--- src/rtl/imem_loader_pkg.sv ---
// imem_loader_pkg: shared definitions for the instruction-memory loader.
//   BYTE_W / WORD_W       stream byte and RAM word widths
//   BYTES_PER_WORD, CNT_W bytes per word and width of the byte-lane counter
//   state_t               loader FSM encoding (CKSUM only when IMEM_LOADER_CKSUM_EN)
//   pk_out_t              word_packer result {full pulse, assembled word}
//   be_insert()           big-endian lane mapping: lane k -> bits [31-8k -: 8]
// Optional feature macro: IMEM_LOADER_CKSUM_EN (adds the trailing checksum word).
package imem_loader_pkg;

  localparam int BYTE_W         = 8;
  localparam int WORD_W         = 32;
  localparam int BYTES_PER_WORD = WORD_W / BYTE_W;
  localparam int CNT_W          = $clog2(BYTES_PER_WORD);

  typedef enum logic [2:0] {
    S_IDLE  = 3'd0,
    S_CLEAR = 3'd1,
    S_RECV  = 3'd2,
    S_WRITE = 3'd3,
`ifdef IMEM_LOADER_CKSUM_EN
    S_CKSUM = 3'd4,
`endif
    S_DONE  = 3'd5
  } state_t;

  typedef struct packed {
    logic              full;  // pulses with the byte that completes a word
    logic [WORD_W-1:0] word;  // word including the byte being pushed
  } pk_out_t;

  // First byte of a word is the most significant one.
  function automatic logic [WORD_W-1:0] be_insert(input logic [WORD_W-1:0] w,
                                                  input logic [CNT_W-1:0]  lane,
                                                  input logic [BYTE_W-1:0] b);
    logic [WORD_W-1:0] r;
    r = w;
    for (int i = 0; i < BYTES_PER_WORD; i++)
      if (lane == CNT_W'(i)) r[WORD_W-BYTE_W*(i+1) +: BYTE_W] = b;
    return r;
  endfunction

endpackage

--- src/rtl/imem_loader_word_packer.sv ---
// word_packer: assembles big-endian 32-bit words from a byte stream.
//   clk, reset  clock / async active-high reset
//   clear       drop any partial word (start of a session)
//   push        a byte is accepted this cycle
//   din         accepted byte
//   pk          {full, word}: full pulses combinationally with the 4th byte,
//               word already contains that byte so the caller can register it.
module word_packer
  import imem_loader_pkg::*;
(
  input  logic              clk,
  input  logic              reset,
  input  logic              clear,
  input  logic              push,
  input  logic [BYTE_W-1:0] din,
  output pk_out_t           pk
);

  logic [CNT_W-1:0]  cnt;
  logic [WORD_W-1:0] acc;
  logic [WORD_W-1:0] acc_nxt;

  always_comb begin
    acc_nxt = be_insert(acc, cnt, din);
    pk.full = push && (cnt == CNT_W'(BYTES_PER_WORD-1));
    pk.word = acc_nxt;
  end

  // The lane counter wraps to 0 after the last lane, so the next word starts
  // clean; every lane is overwritten before the next full pulse.
  always_ff @(posedge clk or posedge reset) begin
    if (reset) begin
      cnt <= '0;
      acc <= '0;
    end else if (clear) begin
      cnt <= '0;
      acc <= '0;
    end else if (push) begin
      cnt <= cnt + 1'b1;
      acc <= acc_nxt;
    end
  end

endmodule

--- src/rtl/imem_loader.sv ---
// imem_loader: zero-fills the instruction RAM, then loads a program from a
// byte stream, packing big-endian words written at ascending word addresses.
// The core is held in cpu_stall for the whole session.
// Optional feature macro: IMEM_LOADER_CKSUM_EN -- after the last word a 4-byte
// checksum word is received and compared to the mod-2^32 sum of all words.
// Ports:
//   clk, reset          clock / async active-high reset
//   start               begin a session (honoured in IDLE/DONE only)
//   byte_valid/data     input byte stream
//   byte_ready          loader accepts a byte this cycle (RECV/CKSUM)
//   we, wa, wd          registered RAM write port; wa/wd hold when we=0
//   cpu_stall           high while a session is in progress
//   done                session complete, held until next start or reset
//   err                 checksum mismatch (constant 0 without the feature)
module imem_loader
  import imem_loader_pkg::*;
#(
  parameter int ADDR_W    = 6,
  parameter int NUM_WORDS = 64
)(
  input  logic              clk,
  input  logic              reset,
  input  logic              start,
  input  logic              byte_valid,
  input  logic [BYTE_W-1:0] byte_data,
  output logic              byte_ready,
  output logic              we,
  output logic [ADDR_W-1:0] wa,
  output logic [WORD_W-1:0] wd,
  output logic              cpu_stall,
  output logic              done,
  output logic              err
);

  localparam logic [ADDR_W-1:0] LAST = ADDR_W'(NUM_WORDS-1);

  state_t            state;
  logic [ADDR_W-1:0] cnt;         // clear address in CLEAR, word index afterwards
  logic              accept;
  logic              begin_load;
  pk_out_t           pk;

  assign accept     = byte_valid && byte_ready;
  assign begin_load = start && (state == S_IDLE || state == S_DONE);

  word_packer u_pack (
    .clk   (clk),
    .reset (reset),
    .clear (begin_load),
    .push  (accept),
    .din   (byte_data),
    .pk    (pk)
  );

  // Outputs are registered together with the state, so each one already
  // reflects the state being entered on the same edge.
  always_ff @(posedge clk or posedge reset) begin
    if (reset) begin
      state      <= S_IDLE;
      cnt        <= '0;
      we         <= 1'b0;
      wa         <= '0;
      wd         <= '0;
      byte_ready <= 1'b0;
      cpu_stall  <= 1'b0;
      done       <= 1'b0;
    end else begin
      case (state)
        S_IDLE, S_DONE: begin
          if (start) begin
            state     <= S_CLEAR;
            cnt       <= '0;
            we        <= 1'b1;
            wa        <= '0;
            wd        <= '0;
            cpu_stall <= 1'b1;
            done      <= 1'b0;
          end
        end
        S_CLEAR: begin
          if (cnt == LAST) begin
            state      <= S_RECV;
            cnt        <= '0;
            we         <= 1'b0;
            byte_ready <= 1'b1;
          end else begin
            cnt <= cnt + 1'b1;
            wa  <= cnt + 1'b1;
          end
        end
        S_RECV: begin
          if (pk.full) begin
            state      <= S_WRITE;
            we         <= 1'b1;
            wa         <= cnt;
            wd         <= pk.word;
            byte_ready <= 1'b0;
          end
        end
        S_WRITE: begin
          we <= 1'b0;
          if (cnt == LAST) begin
`ifdef IMEM_LOADER_CKSUM_EN
            state      <= S_CKSUM;
            byte_ready <= 1'b1;
`else
            state     <= S_DONE;
            cpu_stall <= 1'b0;
            done      <= 1'b1;
`endif
          end else begin
            state      <= S_RECV;
            cnt        <= cnt + 1'b1;
            byte_ready <= 1'b1;
          end
        end
`ifdef IMEM_LOADER_CKSUM_EN
        S_CKSUM: begin
          if (pk.full) begin
            state      <= S_DONE;
            byte_ready <= 1'b0;
            cpu_stall  <= 1'b0;
            done       <= 1'b1;
          end
        end
`endif
        default: state <= S_IDLE;
      endcase
    end
  end

`ifdef IMEM_LOADER_CKSUM_EN
  // Running sum accumulates the word sitting on wd during each WRITE cycle.
  logic [WORD_W-1:0] sum;

  always_ff @(posedge clk or posedge reset) begin
    if (reset) begin
      sum <= '0;
      err <= 1'b0;
    end else if (begin_load) begin
      sum <= '0;
      err <= 1'b0;
    end else if (state == S_WRITE) begin
      sum <= sum + wd;
    end else if (state == S_CKSUM && pk.full) begin
      err <= (pk.word != sum);
    end
  end
`else
  assign err = 1'b0;
`endif

endmodule

--- config.mk ---
export PLATFORM = sky130hd
export DESIGN_NAME = imem_loader
export DESIGN_NICKNAME = d
export VERILOG_FILES = /design/src/rtl/imem_loader_pkg.sv /design/src/rtl/imem_loader_word_packer.sv /design/src/rtl/imem_loader.sv
export SDC_FILE = /design/constraint.sdc
export NUM_CORES = 1
export LEC_CHECK = 0
export CAP_MARGIN = 20
export CORE_MARGIN = 2
export CORE_UTILIZATION = 55
export DETAILED_ROUTE_END_ITERATION = 7
export PLACE_DENSITY = 0.84
export SYNTH_ARGS = -nofsm -noshare
export SYNTH_HDL_FRONTEND = slang
export SYNTH_HIERARCHICAL = 1
export SYNTH_SLANG_ARGS = --single-unit
export TNS_END_PERCENT = 30
--- constraint.sdc ---
create_clock -name clk -period 3 [get_ports clk]
set_input_delay 0.45 -clock clk [delete_from_list [all_inputs] [get_ports clk]]
set_output_delay 0.45 -clock clk [all_outputs]
set_load 0.02 [all_outputs]
# ---- Word-level counts from Yosys, hierarchy flattened
# Cells that the tools add are included.
dict set report classes {
  reduce_logical 21
  mux 33
  eq_ne 14
  add_sub_neg 2
}
# op count
set ops {}
lappend ops {{$mux 32} 4}
lappend ops {{$pmux 32 s2} 1}
lappend ops {{$pmux 6 s3} 2}
lappend ops {{$mux 8} 4}
lappend ops {{$mux 6} 4}
lappend ops {{$mux 3} 4}
lappend ops {{$ne 2x2->1 const B} 6}
lappend ops {{$pmux 3 s4} 1}
lappend ops {{$reduce_and 3->1} 4}
lappend ops {{$reduce_and 4->1} 3}
lappend ops {{$reduce_bool 3->1} 3}
lappend ops {{$mux 1} 7}
lappend ops {{$add 6x1->6 const B} 1}
lappend ops {{$eq 3x2->1 const B} 2}
lappend ops {{$eq 6x6->1 const B} 1}
lappend ops {{$reduce_bool 2->1} 3}
lappend ops {{$eq 2x2->1 const B} 2}
lappend ops {{$mux 2} 2}
lappend ops {{$pmux 1 s2} 2}
lappend ops {{$pmux 1 s4} 1}
lappend ops {{$reduce_bool 4->1} 1}
lappend ops {{$eq 3x1->1 const B} 1}
lappend ops {{$eq 3x3->1 const B} 1}
lappend ops {{$logic_and 1x1->1} 3}
lappend ops {{other kinds (7)} 7}
dict set report word_totals {
  elab_cells 80
  ff_bits 85
  input_bits 12
}

# ---- Logic depth before layout (Yosys ltp)
# Gate-level depths: netlist of run 1.
dict set report logic_depth {
  word_depth 4
  mapped_depth 9
  mapped_depth_nobuf 7
}

# ---- By module
# The synthesis of run 1 kept the hierarchy.
# module n_inst area_per_inst_um2 seq_area_each_um2 cells_per_inst
set by_module_without_submodules {}
lappend by_module_without_submodules {imem_loader 1 2303.5 1276.2 188}
lappend by_module_without_submodules {word_packer 1 1978.1 850.8 165}

# ---- Least setup slack after synthesis of run 1
# No wires, ideal clock.
dict set report synth_path {
  path_type {register to register}
  startpoint {reg byte_ready}
  endpoint {reg we}
  setup_ns 0.139
  period_less_slack_ns 1.916
  required_time_ns 2.861
  t_arrival_ns 1.778
  stages_incl_launch_ff 10
  slack_ns 1.084
  cell_sequence {dfrtp_1 > and2_1 > buf_6 > nand2_4 > inv_2 > and4bb_2 > clkbuf_1 > or2_2 > a32oi_1 > o21ai_0}
}
# element line
set synth_rtl {}
lappend synth_rtl {{start, declared} imem_loader.sv:26} ;# output logic byte_ready,
lappend synth_rtl {{start signal, assigned} imem_loader.sv:64} ;# byte_ready <= 1'b0;
lappend synth_rtl {{start signal, assigned} imem_loader.sv:85} ;# byte_ready <= 1'b1;
lappend synth_rtl {{start signal, assigned} imem_loader.sv:97} ;# byte_ready <= 1'b0;
lappend synth_rtl {{end signal, assigned} imem_loader.sv:61} ;# we <= 1'b0;
lappend synth_rtl {{end signal, assigned} imem_loader.sv:73} ;# we <= 1'b1;
lappend synth_rtl {{end signal, assigned} imem_loader.sv:84} ;# we <= 1'b0;
lappend synth_rtl {{end, declared} imem_loader.sv:27} ;# output logic we,

==> run summary, run 1 <==
The worst-margin pin slew works out to 0.727 ns. For this design the ratio of total power to cell area is 760 nW/µm². The clock transition time at the flip-flop clock pins of the worst setup and hold paths was 0.08 ns.

Setup slack on the worst reg-to-reg path comes out at 0.85 ns. The final number of setup-violating endpoints is 0. Ranked by total cell area, the synthesized netlist is headed by sky130_fd_sc_hd__dfrtp_1 (50%), sky130_fd_sc_hd__mux2_2 (9.5%), sky130_fd_sc_hd__mux2i_1 (7.9%). The filler cells instantiated in the layout total 611. The tools report the worst slew slack as a fraction of its limit as 51.4%.

The share of the Yosys chip area taken by registers is 49.7%. After detailed routing, the number of remaining DRC violations is 0. Synthesis produced a netlist with a net count of 370. For this run the aggregate overflow at the end of global routing stands at 0. The HPWL after detailed placement is 6430 µm. Across the run, the number of max-cap violations was 0. The worst setup path is captured at a flip-flop. Summed over all failing endpoints, the final setup total negative slack is 0 ns. The largest net degree at the start of global routing was 43. The path class of the tightest hold or removal check is in2async. In this run the horizontal extent of the chip is 92.2 µm. The slowest stage of the critical path is the sky130_fd_sc_hd__dfrtp_1 cell.

The clock tree buffer depth was 2; the initial antenna violation count was 0. The effective utilization at floorplan was 56.0%; the async set-or-reset flop fraction in the synthesized netlist was 100%. Timing would allow up to 464 MHz.

TritonCTS built the clock tree. The count of buffer and inverter cells on the critical path was 2. The total clock buffers created by CTS is 9. The total of buffers placed on input and output ports was 53; the number of ports placed on the die boundary was 55. Setup repair after global routing left no endpoint under its margin. Yosys instantiated no cell more often than sky130_fd_sc_hd__dfrtp_1. The via count of the first global-routing pass came out at 3,098. Overall power consumption after layout is estimated at 3.85 mW. The die covers 8510 µm². The top cell type by area accounts for 49.7% of the synthesized area.

Clock tree synthesis found a total of 85 sinks. The root buffer cell chosen for the clock tree is sky130_fd_sc_hd__clkbuf_8. Gates resized during post-CTS repair numbered 0. The first global-routing pass estimated 15,800 µm of wire. The synthesized netlist contains 47 unique library cells. The worst setup path is launched from a flip-flop. For the total wire length after detailed routing, the log shows 9380 µm.

Along the worst path, the maximum fanout reaches 9. The detailed-route wire length per cell is 18.5 µm, and the gate count after technology mapping is 353. The total global-route track usage was 23.9%; the arrival time reported for the critical path endpoint was 2.39 ns.

Summing every instance area after synthesis gives 4280 µm². The detailed router placed 2,926 vias in this run. In this run the static leakage power is 2.42 nW. The die height was 92.2 µm.

0 antenna diodes ended up in the layout. The initialized floorplan defines 32 standard-cell rows. For the buffers inserted during post-CTS setup optimization, the log shows 0.

In this run the number of H-tree levels came out at 3. Using the TritonRoute via totals, the vias-per-cell ratio works out to 5.77. The tools report the yosys synthesis warning count as 6. In the final layout, the share of cells above drive strength 1 is 18.0%. The run finished with clean final reports.

The run gives 3.23 ns as the critical path required time. The first detailed-routing pass ran for 4 iterations. The kind of critical path was reg2reg.

The iteration-0 DRC count of the detailed router was 178. Compared with the post-synthesis result, the final layout area differs by 18.3%. At the later pin of the worst-skew pair, clock insertion delay measures 0.35 ns. The clock arrives with 0.00744 ns of skew. In this design, the largest share of critical-path delay is due to multiplexers. On the worst path, the slowest cell contributes a delay of 0.44 ns. The congestion estimate from routability-driven global placement came to 0.852. Counting instances in the post-synthesis netlist gives the leading cell types as sky130_fd_sc_hd__dfrtp_1 (85), sky130_fd_sc_hd__nand2b_1 (42), sky130_fd_sc_hd__a22o_1 (36), sky130_fd_sc_hd__mux2_2 (36), sky130_fd_sc_hd__mux2i_1 (34).

In this run, synthesis produced a sequential element count of 85. The number of flops mapped to enable cells by yosys is 0, and the final period utilization is 71.8%. Final period demand of the worst path: 2.15 ns. Buffers inserted to repair hold after CTS numbered 0. For the count of endpoints failing hold in the final timing report, the log shows 0.

The dominant synthesized flop cell is sky130_fd_sc_hd__dfrtp_1. The placeable core region came out at 7650 µm². The net count of the finished layout is 418.

The tools report the total count of max-transition violations in the final report as 0. Traced cell by cell, the critical path runs through ha_1 > buf_4 > nand2_4 > inv_2 > mux2i_1 > nor3_1 > a31oi_4 > mux2_2. The average footprint of a synthesized cell is 12.1 µm². The final antenna-violating net count was 0; the maximum resistive drop on vdd was 0.422 mV. The largest total area in the synthesized netlist belongs to sky130_fd_sc_hd__dfrtp_1.
[power breakdown]
group / internal (mW) / switching, mW
Combinational: 0.690 / 0.665
Sequential: 1.38 / 0.202
Clock: 0.512 / 0.394
[worst paths after layout]
check,end,from,cells past startpoint
min in group clk,cpu_stall,cpu_stall,1
min reg2reg,cpu_stall,cpu_stall,1
max reg2reg,wa[2],u_pack/cnt[0],8
max,wa[2],u_pack/cnt[0],8
max in group asynchronous,wd[11],reset,3
min,wa[0],reset,2
[worst reg2reg max path, stage by stage, from the launching register on]
cell,delay [ns]
sky130_fd_sc_hd__dfrtp_1,0.44
sky130_fd_sc_hd__ha_1,0.22
sky130_fd_sc_hd__buf_4,0.18
sky130_fd_sc_hd__nand2_4,0.13
sky130_fd_sc_hd__inv_2,0.10
sky130_fd_sc_hd__mux2i_1,0.19
sky130_fd_sc_hd__nor3_1,0.11
sky130_fd_sc_hd__a31oi_4,0.30
sky130_fd_sc_hd__mux2_2,0.38
[area by class of cell]
| cell class | instances | area [µm²] | area share (%) |
|---|---|---|---|
| multi-input combinational | 234 | 1940 | 38.4 |
| clock buffer | 12 | 155 | 3.06 |
| inverter | 10 | 37.5 | 0.741 |
| timing repair buffer | 61 | 603 | 11.9 |
| tap | 102 | 128 | 2.52 |
| clock inverter | 3 | 68.8 | 1.36 |
| sequential | 85 | 2130 | 42.0 |
[kinds of logic after synthesis]
| family | Yosys count | share of synthesized area (%) |
|---|---|---|
| adder cells (fa/ha/maj) | 5 | 1.46 |
| AO/OA/AOI/OAI | 62 | 11.4 |
| AND/OR/NAND/NOR | 88 | 13.2 |
| multiplexers | 74 | 18.5 |
| other | 1 | 0.0876 |
| buffers and inverters | 34 | 4.91 |
| XOR/XNOR | 4 | 0.818 |
| flip-flops | 85 | 49.7 |
[per-layer routing]
metal  up-vias  wire length [µm]  GRT usage, %  share of wire, %
met5         -                 0             0                 0
met1      1510              3980          28.8                42
met4         0               148          8.71               1.6
met3        11               283          5.09               3.0
li1       1346                 -             -                 -
met2        59              4970          42.1                53
[flip-flops by register name, summed over array words and instances, names as in the netlist]
register and flops:
byte_ready 1, cnt 6, cpu_stall 1, done 1, state 3, u_pack/acc 32
u_pack/cnt 2, wa 6, wd 32, we 1
[layout by cell type, fill, tap and decap left out, types with 2 or more instances in the layout]
cell type	synthesis	routed
sky130_fd_sc_hd__bufinv_16	0	2
sky130_fd_sc_hd__mux2_1	4	4
sky130_fd_sc_hd__nand2b_1	42	42
sky130_fd_sc_hd__a31oi_1	3	3
sky130_fd_sc_hd__a22o_1	36	36
sky130_fd_sc_hd__clkdlybuf4s50_1	0	53
sky130_fd_sc_hd__mux2_2	36	36
sky130_fd_sc_hd__a21oi_1	7	7
sky130_fd_sc_hd__nor3_1	2	2
sky130_fd_sc_hd__nand2_1	6	6
sky130_fd_sc_hd__nor2b_1	4	4
sky130_fd_sc_hd__inv_2	1	2
sky130_fd_sc_hd__xnor2_1	2	2
sky130_fd_sc_hd__o21ai_0	6	6
sky130_fd_sc_hd__or2_2	2	2
sky130_fd_sc_hd__clkbuf_8	0	11
sky130_fd_sc_hd__ha_1	5	5
sky130_fd_sc_hd__inv_1	9	8
sky130_fd_sc_hd__nor2_1	7	7
sky130_fd_sc_hd__nand2_2	2	2
sky130_fd_sc_hd__xor2_1	2	2
sky130_fd_sc_hd__a21o_1	5	5
sky130_fd_sc_hd__and2_1	3	3
sky130_fd_sc_hd__dfrtp_1	85	85
sky130_fd_sc_hd__mux2i_1	34	34
sky130_fd_sc_hd__buf_4	6	7
sky130_fd_sc_hd__nand3_1	7	7
[through the flow]
step | std cells | hold slack (ns) | setup WS [ns] | instance area [µm²] | utilization, %
floorplan | 353 | 0.511 | 1.08 | 4280 | -
global placement | 492 | 0.467 | 0.624 | 4840 | 63.3
detailed placement | 492 | 0.478 | 0.560 | 4840 | 63.3
CTS | 507 | 0.441 | 0.823 | 5060 | 66.2
global route | 507 | 0.472 | 0.714 | 5060 | 66.2
finish | 507 | 0.440 | 0.845 | 5060 | 66.2
Power figures use the tool's default switching activity.
==> run 2: changes to the inputs <==
==> constraint.sdc (replaced) <==
create_clock -name clk -period 2.05 [get_ports clk]
set_input_delay 0.3075 -clock clk [delete_from_list [all_inputs] [get_ports clk]]
set_output_delay 0.3075 -clock clk [all_outputs]
set_load 0.02 [all_outputs]
==> run 2 against run 1 <==
Net effect:
- count of clock-buffer cells in the layout fell by 3
- sequential cell count did not move
- largest cell class unchanged
- via count rose by 0.62%
==> run summary, run 2 (synthesis gave the netlist of run 1 again) <==
Kind of critical path: reg2reg. Entering global routing, the biggest net connects 48 pins. The count of TritonRoute iterations in the first routing pass is 4, and the final period demand of the worst path is 1.89 ns.

Clock-pin slew was measured on the worst setup and hold paths at 0.09 ns. The largest registers in the layout are u_pack/acc: 32 flops, wd: 32 flops. In this run, the number of DRC markers left after iteration 0 of detailed routing was 164. Measured in cells, the most critical reg-to-reg path has a length of 7. CTS built an H-tree with a depth of 3.

The total of buffers placed on input and output ports is 53, and the number of fillers in the final layout is 575. Die height: 92.2 µm. Data on the critical path arrives at its endpoint at 2.13 ns. The core region is 7650 µm². For this run, the total global-route usage over all layers was measured as 23.9%.

For the worst setup path, the data required time is 2.29 ns. Routability-driven placement congestion ratio: 0.861. The top cell types in the final layout, fill and taps aside, are sky130_fd_sc_hd__dfrtp_1 (85), sky130_fd_sc_hd__clkdlybuf4s50_1 (53), sky130_fd_sc_hd__nand2b_1 (42). In this run, the combinational gates consume 35.7% of the power. The half-perimeter wire length after detailed placement is 6450 µm, and the count of endpoints failing hold in the final timing report is 0. The detailed-route wire length per cell came out at 18.3 µm. The startpoint identified for the worst register-to-register timing path is u_pack/cnt[0].

The global routing stage identified its most utilized layer as met2. For the portion of total power attributed to the clock network, the log shows 24.9%. The design draws 5.83 mW. Most common cell after layout, fill and taps aside: sky130_fd_sc_hd__dfrtp_1.

Counting every sink on the clock net gives 85. Once layout is done, the placed cells without fillers occupy 5180 µm². The net switching fraction of the power came out at 32.8%. The final period utilization is 92.1%, and the sequential fraction of design power is 39.4%. The floorplan step defined a die boundary enclosing 8510 µm². In this run the clock root is driven by a sky130_fd_sc_hd__clkbuf_8. Buffers inserted during clock tree synthesis total 9.

The setup skew after layout came out at 0.0123 ns. The clock latency on the worst-skew pair was 0.35 ns; the total wire length after detailed routing was 9500 µm. For the sequential standard cell area, the log shows 2130 µm².

The worst setup path is launched from a flip-flop. Setup violations remaining at the end of the flow were counted as 0. Summing all placed instances gives a cell area of 4940 µm². In this run, placement finished with an instance count of 502. Across all register-to-register paths, the minimum setup slack is 0.16 ns. Gates resized during post-CTS repair numbered 0.

The count of nets left with antenna violations once routing finished came out at 0. The run gives 29.1% as the met1 usage in global routing. For this design the ratio of total power to cell area is 1120 nW/µm². For this run, global-route usage on met3 was measured as 4.68%. Cell row count: 32. The total of max-cap violations was 0. The static power due to leakage is 2.49 nW, and the total count of max-transition violations in the final report is 0.

TritonCTS built the clock tree. Setup repair after global routing left no endpoint under its margin. 0 antenna diodes ended up in the layout. The routed layout has 2,944 vias.

The run gives 0 as the number of hold buffers added after CTS. OpenSTA, run right after detailed placement, puts the worst setup slack at -0.0730 ns. Endpoint of the worst-slack reg-to-reg timing path: wa[3]. Once the floorplan was initialized, standard cells occupied 56.0% of the core. From left edge to right edge, the die measures 92.2 µm. Using the TritonRoute via totals, the vias-per-cell ratio works out to 5.68. The first global-routing pass estimated 15,900 µm of wire.

Relative to the synthesized area, the layout overhead comes to 21.1%. Summed over all nets, the switching power comes to 1.91 mW. The worst setup slack after layout was 0.161 ns.

The tools report the initial antenna violation count as 0. IR analysis of the VDD net gives a maximum drop of 0.688 mV. The multi-input combinational cells in the finished layout cover a total of 1940 µm². The via count of the first global-routing pass is 3,118. The final layout contains 428 nets.

Along the worst path, the maximum fanout reaches 6. Clock tree buffer depth: 2. The number of non-filler instances in the completed layout is 518, and the global routing usage on met2 is 42.2%. The layout cell share with drive strength beyond 1 works out to 20.4%.

The type of the most critical hold path was in2async. The buffers inserted during post-CTS setup optimization is 0. The internal power was 3.92 mW; the number of ports placed on the die boundary was 55. For the number of remaining DRC errors, the log shows 0. Upper clock frequency limit: 529 MHz.

The run finished with clean final reports. STA classifies the critical path endpoint as a flip-flop. Overflow left after global routing: 0.
## run 2: critical path: stages, from the launching register on
cell and delay [ns]:
sky130_fd_sc_hd__dfrtp_1 0.44, sky130_fd_sc_hd__ha_1 0.27, sky130_fd_sc_hd__nand2_4 0.07, sky130_fd_sc_hd__inv_2 0.04, sky130_fd_sc_hd__mux2i_1 0.18, sky130_fd_sc_hd__nor3_1 0.11
sky130_fd_sc_hd__a31oi_4 0.27, sky130_fd_sc_hd__mux2_2 0.37
## run 2: metal layers
metal	vias to the layer above	share of wire, %
li1	1361	-
met1	1515	43
met2	58	53
met3	10	3.4
met4	0	1.2
met5	-	0
## run 2: worst max path at each step
stage,startpoint,end,depth (start not counted)
4_1_cts,u_pack/cnt[0],wa[3],7
2_1_floorplan,byte_ready,we,9
3_5_place_dp,byte_valid,wa[5],8
3_3_place_gp,byte_valid,wa[1],8
5_1_grt,u_pack/cnt[0],wa[4],7
6_report,u_pack/cnt[0],wa[3],7
## run 2: through the flow
step                      util (%)  TNS (ns)  hold WS (ns)
after global routing          67.8         0         0.326
after detailed placement      64.6    -0.387         0.474
after floorplan                  -         0         0.449
after global placement        64.6    -0.105         0.464
after CTS                     67.8         0         0.303
final                         67.8         0         0.295
## run 2: layout make-up
type / count / area share [%]
Sequential cell: 85 / 41.0
Clock buffer: 9 / 2.39
Timing Repair Buffer: 71 / 13.6
Inverter: 10 / 0.724
Multi-Input combinational cell: 234 / 37.5
Clock inverter: 7 / 2.34
Tap cell: 102 / 2.46
## run 2: power groups by stage
stage	Combinational, mW	Sequential (mW)	Clock, mW
floorplan	1.50	2.32	0
global placement	2.01	2.30	0
CTS	2.09	2.29	1.49
detailed placement	2.07	2.32	0
finish	2.08	2.30	1.45
global route	2.27	2.35	1.54
==> run 3: changes to the inputs <==
--- a/config.mk
+++ b/config.mk
@@ -7,9 +7,9 @@
 export LEC_CHECK = 0
 export CAP_MARGIN = 20
 export CORE_MARGIN = 2
-export CORE_UTILIZATION = 55
+export CORE_UTILIZATION = 45
 export DETAILED_ROUTE_END_ITERATION = 7
-export PLACE_DENSITY = 0.84
+export PLACE_DENSITY = 0.72
 export SYNTH_ARGS = -nofsm -noshare
 export SYNTH_HDL_FRONTEND = slang
 export SYNTH_HIERARCHICAL = 1
==> run 3 against run 2 <==
Net effect:
- highest routed layer unchanged
- critical path depth increased by 1
- sequential power about the same
- global-route usage decreased by 4.2 points
- hold slack got worse by 0.017 ns
- first-iteration DRC count decreased by 23%
- non-clock buffer count increased by 3
- design area about the same
- sequential share of layout area about the same
- final cell count increased by 5.8%
- wire length decreased by 1.2%
- register-to-register slack about the same
==> run summary, run 3 (synthesis gave the netlist of run 1 again) <==
The arrival time reported for the critical path endpoint was 2.07 ns. Clock tree synthesis inserted a total of 9 buffers. The maximum fanout along the worst path was 4; the number of fillers in the final layout was 811. Per report_power, the combinational group accounts for 37.6% of the total. The most common cell after layout, fill and taps aside is sky130_fd_sc_hd__dfrtp_1.

Measured along the x axis, the die boundary spans 102 µm. The tools report the maximum resistive drop on vdd as 0.613 mV. The portion of total power attributed to the clock network was 21.0%; the cell row count was 35. Final hold analysis gives a worst-case slack of 0.278 ns. In this run the critical register-to-register path is captured at we.

The tools report the total inserted antenna cells as 0. Max-cap violations in this run came to 0. After routing the design area is 5190 µm². Net switching fraction of the power: 33.6%. During I/O placement, the number of pins put on the boundary was 55.

The logs give 0 for the number of remaining DRC errors and 2.24 ns for the critical path required time. The cell count after placement was 532; the count of TritonRoute iterations in the first routing pass was 4. The flow ran to the end, and the final reports show no timing, DRC or antenna violations. Timing analysis after detailed placement gives a worst setup slack of -0.0850 ns.

The clock tree buffer depth came out at 2. The static power due to leakage came out at 2.48 nW. For this design the total switching power over the nets is 1.86 mW. The via count was 2,927; the internal power was 3.68 mW. The buffers inserted during post-CTS setup optimization came out at 0. The initial antenna violation count was 0; the final antenna-violating net count was 0. Across the routed clock network, the largest skew measured is 0.00831 ns. STA classifies the critical path endpoint as a flip-flop. The H-tree was split into 3 levels. First-pass GRT wire length: 15,800 µm. Launch point of the worst reg-to-reg path: u_pack/cnt[0]. Setup repair after global routing left no endpoint under its margin. The sort of element at the start of the critical path is a flip-flop. The number of hold buffers added after CTS is 0.

The HPWL after detailed placement is 6570 µm. The run gives 0.176 ns as the worst setup slack after layout. In the final layout, the registers with the most flip-flops are u_pack/acc: 32 flops, wd: 32 flops. In this run the standard cell core region covers 9240 µm². The final number of setup-violating endpoints is 0. Clock-pin slew was measured on the worst setup and hold paths at 0.08 ns. The type of the most critical hold path is in2async.

The routability-driven placement congestion ratio came out at 0.926. The vias per cell is 5.34. The total count of max-transition violations in the final report is 0, and the post-cts sizing count is 0.

The detailed router finished its first iteration with 126 violations. The via count of the first global-routing pass was 3,118; the detailed-route wire length per cell was 17.1 µm. In this run the cell area measured after placement is 5000 µm². The overflow left after global routing was 0; the layout overhead on the synthesized area was 21.2%. In this run the power density over the cells is 1070 nW/µm². For the total die area, the log shows 10,300 µm².

TritonCTS built the clock tree. The run gives 64.4% as the worst slew slack as a fraction of its limit. The top cell types in the final layout, fill and taps aside, are sky130_fd_sc_hd__dfrtp_1 (85), sky130_fd_sc_hd__clkdlybuf4s50_1 (53), sky130_fd_sc_hd__nand2b_1 (42).

Per report_power, the sequential group accounts for 41.4% of the total. Setup total negative slack on the finished layout was measured at 0 ns. The final period utilization is 91.4%. The logic depth of the worst register-to-register path was 8; the net count of the finished layout was 431. The setup path with the least slack is of type reg2reg. Excluding fillers, the count of instances in the completed layout stands at 548. The run gives 85 as the CTS sink count.

The worst register-to-register path has a setup slack of 0.18 ns. Global routing used 19.8% of the available tracks across all layers. Of the cells placed in the final design, the portion with a size suffix greater than 1 is 20.5%. Based on the critical path, the design can be clocked at up to 534 MHz. The total of buffers placed on input and output ports was 53; the worst-margin pin slew was 0.535 ns.

Entering global routing, the biggest net connects 43 pins. The count of endpoints failing hold in the final timing report came out at 0. For this block, the routed nets add up to 9390 µm of wire. The master cell of the clock root buffer was sky130_fd_sc_hd__clkbuf_8. Once the floorplan was initialized, standard cells occupied 46.3% of the core. Die height: 102 µm. The clock latency on the worst-skew pair was 0.34 ns; the final period demand of the worst path was 1.87 ns.
run 3: worst max-delay path by stage:
stage,start,endpoint,cells after the start
after floorplan,byte_ready,we,9
after global placement,byte_valid,wa[1],8
after detailed placement,byte_valid,wa[0],8
after CTS,u_pack/cnt[0],wa[2],7
after global routing,cnt[0],cnt[5],6
final,u_pack/cnt[0],we,8
run 3: stage by stage:
step / power (mW) / util [%]
3_5_place_dp: 4.41 / 54.1
3_3_place_gp: 4.34 / 54.1
4_1_cts: 5.60 / 56.1
5_1_grt: 5.92 / 56.1
2_1_floorplan: 3.83 / -
6_report: 5.55 / 56.1
run 3: critical path, cell delays in order, from the launching register on:
cell and delay, ns:
sky130_fd_sc_hd__dfrtp_1 0.43, sky130_fd_sc_hd__ha_1 0.27, sky130_fd_sc_hd__nand2_4 0.08, sky130_fd_sc_hd__inv_2 0.04, sky130_fd_sc_hd__buf_4 0.13, sky130_fd_sc_hd__and4bb_2 0.25, sky130_fd_sc_hd__or2_2 0.27, sky130_fd_sc_hd__a32oi_1 0.15
sky130_fd_sc_hd__o21ai_0 0.11
run 3: final cells by class:
| class | instances | area, µm² | area share, % |
|---|---|---|---|
| tap | 129 | 161 | 3.11 |
| inverter | 10 | 37.5 | 0.724 |
| sequential | 85 | 2130 | 41.0 |
| clock inverter | 5 | 60.1 | 1.16 |
| multi-input combinational | 234 | 1940 | 37.5 |
| clock buffer | 11 | 131 | 2.53 |
| timing repair buffer | 74 | 726 | 14.0 |
run 3: power by group through the flow:
stage | registers, mW | logic [mW] | clock network (mW)
4_1_cts | 2.29 | 2.10 | 1.20
6_report | 2.29 | 2.09 | 1.17
3_3_place_gp | 2.31 | 2.03 | 0
3_5_place_dp | 2.32 | 2.08 | 0
2_1_floorplan | 2.32 | 1.50 | 0
5_1_grt | 2.35 | 2.28 | 1.28
run 3: routing by layer:
| metal | global-route usage [%] | wire length, µm | up-vias | share of wire (%) |
|---|---|---|---|---|
| li1 | - | - | 1375 | - |
| met1 | 25.2 | 4020 | 1456 | 43 |
| met2 | 33.0 | 4770 | 78 | 51 |
| met3 | 5.18 | 377 | 18 | 4.0 |
| met4 | 6.03 | 221 | 0 | 2.4 |
| met5 | 0 | 0 | - | 0 |
